`config.mk`:
```
export PLATFORM = sky130hd
export DESIGN_NAME = instr_encoder_loader
export DESIGN_NICKNAME = d
export VERILOG_FILES = /design/src/rtl/instr_encoder_loader.sv
export SDC_FILE = /design/constraint.sdc
export NUM_CORES = 1
export LEC_CHECK = 0
export BUFFER_PORTS_ARGS = -buffer_cell sky130_fd_sc_hd__buf_2
export CAP_MARGIN = 30
export CORE_MARGIN = 4
export CORE_UTILIZATION = 57
export CTS_CLUSTER_SIZE = 14
export DETAILED_ROUTE_END_ITERATION = 6
export GPL_TIMING_DRIVEN = 0
export PLACE_DENSITY = 0.95
export SYNTH_ARGS = -nofsm -noshare
export SYNTH_HDL_FRONTEND = slang
export SYNTH_SLANG_ARGS = --single-unit
```
`constraint.sdc`:
```
create_clock -name clk -period 5.3 [get_ports clk]
set_clock_uncertainty 0.05 [all_clocks]
set_input_delay 0.53 -clock clk [delete_from_list [all_inputs] [get_ports clk]]
set_output_delay 0.53 -clock clk [all_outputs]
set_load 0.01 [all_outputs]
```
`src/rtl/instr_encoder_loader.sv`:
```
// Instruction encoder/loader: takes RV32I instruction fields one per transfer, encodes them
// and writes the words into instruction memory starting at base_addr.
module instr_encoder_loader #(
    parameter int unsigned CNT_W = 8
) (
    input  logic             clk,
    input  logic             rst_n,
    input  logic             start,
    input  logic [31:0]      base_addr,
    input  logic [CNT_W-1:0] count,
    input  logic             in_valid,
    output logic             in_ready,
    input  logic [2:0]       cls,
    input  logic [2:0]       funct3,
    input  logic             funct7b5,
    input  logic [4:0]       rd,
    input  logic [4:0]       rs1,
    input  logic [4:0]       rs2,
    input  logic [11:0]      imm,
    output logic             mem_we,
    output logic [31:0]      mem_addr,
    output logic [31:0]      mem_wdata,
    output logic             busy,
    output logic             done,
    output logic             err,
    output logic [CNT_W-1:0] wr_cnt
);

    localparam logic [6:0] OP_LOAD   = 7'b0000011;
    localparam logic [6:0] OP_STORE  = 7'b0100011;
    localparam logic [6:0] OP_R      = 7'b0110011;
    localparam logic [6:0] OP_I      = 7'b0010011;
    localparam logic [6:0] OP_BRANCH = 7'b1100011;

    typedef enum logic [1:0] {IDLE, ACCEPT, WRITE, DONE} state_t;

    state_t           state;
    logic [31:0]      base_q;
    logic [CNT_W-1:0] count_q;
    logic [CNT_W-1:0] wr_cnt_inc;
    logic [31:0]      enc_word;
    logic             enc_legal;
    logic             alu_f3_ok;
    logic             br_f3_ok;

    assign wr_cnt_inc = wr_cnt + CNT_W'(1);

    // ALU ops exclude funct3 010/011; branches allow beq/bne/blt only
    assign alu_f3_ok = (funct3 != 3'b010) && (funct3 != 3'b011);
    assign br_f3_ok  = (funct3 == 3'b000) || (funct3 == 3'b001) || (funct3 == 3'b100);

    // Field-to-word encoder with legality check
    always_comb begin
        enc_word  = '0;
        enc_legal = 1'b0;
        case (cls)
            3'd0: begin
                enc_word  = {imm, rs1, 3'b010, rd, OP_LOAD};
                enc_legal = (funct3 == 3'b010);
            end
            3'd1: begin
                enc_word  = {imm[11:5], rs2, rs1, 3'b010, imm[4:0], OP_STORE};
                enc_legal = (funct3 == 3'b010);
            end
            3'd2: begin
                enc_word  = {1'b0, funct7b5, 5'b0, rs2, rs1, funct3, rd, OP_R};
                enc_legal = alu_f3_ok && (!funct7b5 || (funct3 == 3'b000));
            end
            3'd3: begin
                enc_word  = {imm, rs1, funct3, rd, OP_I};
                enc_legal = alu_f3_ok;
            end
            3'd4: begin
                // imm carries offset[12:1]
                enc_word  = {imm[11], imm[9:4], rs2, rs1, funct3, imm[3:0], imm[10], OP_BRANCH};
                enc_legal = br_f3_ok;
            end
            default: begin
                enc_word  = '0;
                enc_legal = 1'b0;
            end
        endcase
    end

    // Session FSM with registered outputs
    always_ff @(posedge clk or negedge rst_n) begin
        if (!rst_n) begin
            state     <= IDLE;
            base_q    <= '0;
            count_q   <= '0;
            in_ready  <= 1'b0;
            mem_we    <= 1'b0;
            mem_addr  <= '0;
            mem_wdata <= '0;
            busy      <= 1'b0;
            done      <= 1'b0;
            err       <= 1'b0;
            wr_cnt    <= '0;
        end else begin
            mem_we <= 1'b0;
            done   <= 1'b0;
            case (state)
                IDLE: begin
                    if (start) begin
                        base_q  <= base_addr;
                        count_q <= count;
                        wr_cnt  <= '0;
                        err     <= 1'b0;
                        busy    <= 1'b1;
                        if (count == '0) begin
                            state <= DONE;
                            done  <= 1'b1;
                        end else begin
                            state    <= ACCEPT;
                            in_ready <= 1'b1;
                        end
                    end
                end
                ACCEPT: begin
                    if (in_valid && in_ready) begin
                        in_ready <= 1'b0;
                        if (enc_legal) begin
                            state     <= WRITE;
                            mem_we    <= 1'b1;
                            mem_wdata <= enc_word;
                            mem_addr  <= base_q + (32'(wr_cnt) << 2);
                        end else begin
                            err   <= 1'b1;
                            state <= DONE;
                            done  <= 1'b1;
                        end
                    end
                end
                WRITE: begin
                    wr_cnt <= wr_cnt_inc;
                    if (wr_cnt_inc < count_q) begin
                        state    <= ACCEPT;
                        in_ready <= 1'b1;
                    end else begin
                        state <= DONE;
                        done  <= 1'b1;
                    end
                end
                DONE: begin
                    state <= IDLE;
                    busy  <= 1'b0;
                end
                default: state <= IDLE;
            endcase
        end
    end

endmodule

```
==> out/results.ini <==
[setup_path]
regToRegSetupSlack_ns = 2.24
r2r-end = mem_addr[26]
startpoint = wr_cnt[0]
crit_path_max_fanout = 10
cp.arrival_ns = 3.39
endpoint = mem_addr[26]
ff2ff_path_depth = 10
critical_path_class = register to register
required_ns = 5.63
r2r_start = wr_cnt[0]
cp-end-kind = register
start_kind = register

[cts]
cts_made_buffers = 17
cts_tree = built
cts_hold_buffers = 0
cts_resized = 0
ctsHtreeMaxLevel = 4
cts_max_path_buffers = 2
clk_latency_ns = 0.52
cts_setup_buffers = 0
clk_pin_slew_ns = 0.06
cts_num_sinks = 116
clockRootBuffer = clkbuf_8

[synthesis]
ys_top_cells_by_area = dfrtp_1, nand2_1, o21ai_0
yosys-top-cells-count = nand2_1, dfrtp_1, o21ai_0, clkbuf_1, a22oi_1
synth_warnings = 0
synth-seq-cells = 116
synth_edf_count = 0
synth_area_sq_mm = 0.00576
yosysTopAreaCellShare = 0.504
synth-async-reset-ratio = 1.00
synth_top_flop_cell = dfrtp_1
synth_cells = 634
synth.most_common_cell = nand2_1
ys_seq_area_frac = 0.504
yosysTopAreaCell = dfrtp_1
synth_area_per_cell_sq_um = 9.08
ys_types = 45

[outcome]
violations = DRC
status = finished with violations

[final_layout]
multiInputGateArea_sq_mm = 0.00263
regArea_sq_mm = 0.00290
fin_nets = 902
final_core_util = 0.748
drive_above_1_share = 0.248
area_growth_pct = 27.7
fin_area_sq_mm = 0.00735
filler_cell_count = 681
diodes = 0

[die]
start_util = 0.586
die_h_um = 108
pin_count = 155
die_w_um = 108
die_area_sq_mm = 0.0118
rows = 36
core_sq_mm = 0.00982

[global_route]
grt_first_pass_wirelength_mm = 25.6
grtUsageTotal = 0.280
antenna_found_initial = 0
gr-total-overflow = 0
grt_max_degree = 60
grt_pass1_vias = 5271

[run]
maxCapViolCount = 0

[route]
wl_per_cell_um = 16.8
drtPass1Iterations = 7
ant_nets = 0
post-route-drc-count = 3
routed-via-count = 5390
viasPerCell = 5.66
drt_iter0_markers = 546
drt-total-wl_mm = 16.1

[placement]
dpl-instance-area_sq_mm = 0.00672
port_buffers = 152
gp_congestion = 0.914
dp.final_hpwl_mm = 11.4

[timing]
whs_ns = 0.0500
finalCritPeriodShare = 0.577
fin_tns_setup_ns = 0
max_freq_mhz = 327
layout_min_cycle_time_ns = 3.06
rsz0062_at_grt = no
max_slew.worst_pin.slew_ns = 0.807
setup_viol_count_final = 0
slew_headroom = 0.457
hold_violations = 0
drv_slew = 0

[power]
cellPowerDensity_mw_per_mm2 = 560
leakage_nw = 3.79
ir_drop_uv = 314

[hold_path]
min_path_type = primary input to async pin

==> cell type report <==
type | count | share of cell area
Tap cell | 133 | 0.0226
Timing Repair Buffer | 153 | 0.108
Buffer | 33 | 0.0206
Inverter | 20 | 0.0102
Clock inverter | 12 | 0.0240
Sequential cell | 116 | 0.395
Clock buffer | 20 | 0.0620
Multi-Input combinational cell | 466 | 0.358
==> worst max-delay path, cell delays in order, from the launching register on <==
cell      delay, ns
dfrtp_1        0.47
ha_1           0.29
inv_1          0.08
fa_1           0.19
nand2b_1       0.15
a21oi_1        0.10
o41ai_1        0.66
clkbuf_1       0.49
nor4_1         0.15
xnor2_1        0.19
o21ai_0        0.10
==> cell usage in the layout (no fill, tap or decap), types with 12 or more instances in the layout <==
master,instances
nor2_1,16
a22oi_1,21
nand2_1,181
xnor2_1,16
inv_1,19
clkbuf_16,16
ha_1,16
o21ai_0,69
a21oi_1,18
xor2_1,18
dfrtp_1,116
clkbuf_1,27
nor3_1,12
buf_2,152
nand3_1,17
==> worst min path at each step <==
| stage | end | slack (ns) | cells after the start |
|---|---|---|---|
| 3_3_place_gp | mem_addr[29] | 0.41 | 2 |
| 2_1_floorplan | base_q[0] | 0.18 | 0 |
| 6_report | mem_wdata[28] | 0.05 | 1 |
| 3_5_place_dp | mem_addr[29] | 0.42 | 2 |
| 5_1_grt | mem_wdata[24] | 0.11 | 1 |
| 4_1_cts | mem_wdata[24] | 0.05 | 1 |
==> power breakdown <==
part | switching (mW) | leakage (nW) | internal [mW]
Clock | 0.410 | 0.307 | 0.801
Sequential | 0.295 | 1.50 | 1.25
Combinational | 0.789 | 1.98 | 0.573
==> metal layers <==
layer  vias to the layer above  wire [um]  track usage
met3                        56       1550       0.0639
met2                       290       7820        0.481
met1                      2539       6260        0.343
met5                         -          0            0
met4                         0        426        0.108
li1                       2505          -            -
==> state kept, by name, summed over array words and instances (netlist names) <==
name and count:
busy 1, base_q 32, mem_addr 32, done 1
wr_cnt 8, in_ready 1, err 1, state 2
mem_we 1, count_q 8, mem_wdata 29
==> through the flow <==
step           total power [mW]  std cells  setup WS [ns]
2_1_floorplan              2.32        635           2.88
3_3_place_gp               2.78        920           2.34
3_5_place_dp               2.87        921           2.44
4_1_cts                    4.11        953           2.33
5_1_grt                    4.38        953           2.11
6_report                   4.12        953           2.24
==> kinds of logic after synthesis <==
kind of cell,share of synthesized area
other cells,0.000652
compound gates,0.151
simple gates,0.191
fa+ha+maj,0.0383
mux,0.0233
buf+inv,0.0393
flops,0.504
xor+xnor,0.0517
Power figures use the tool's default switching activity.
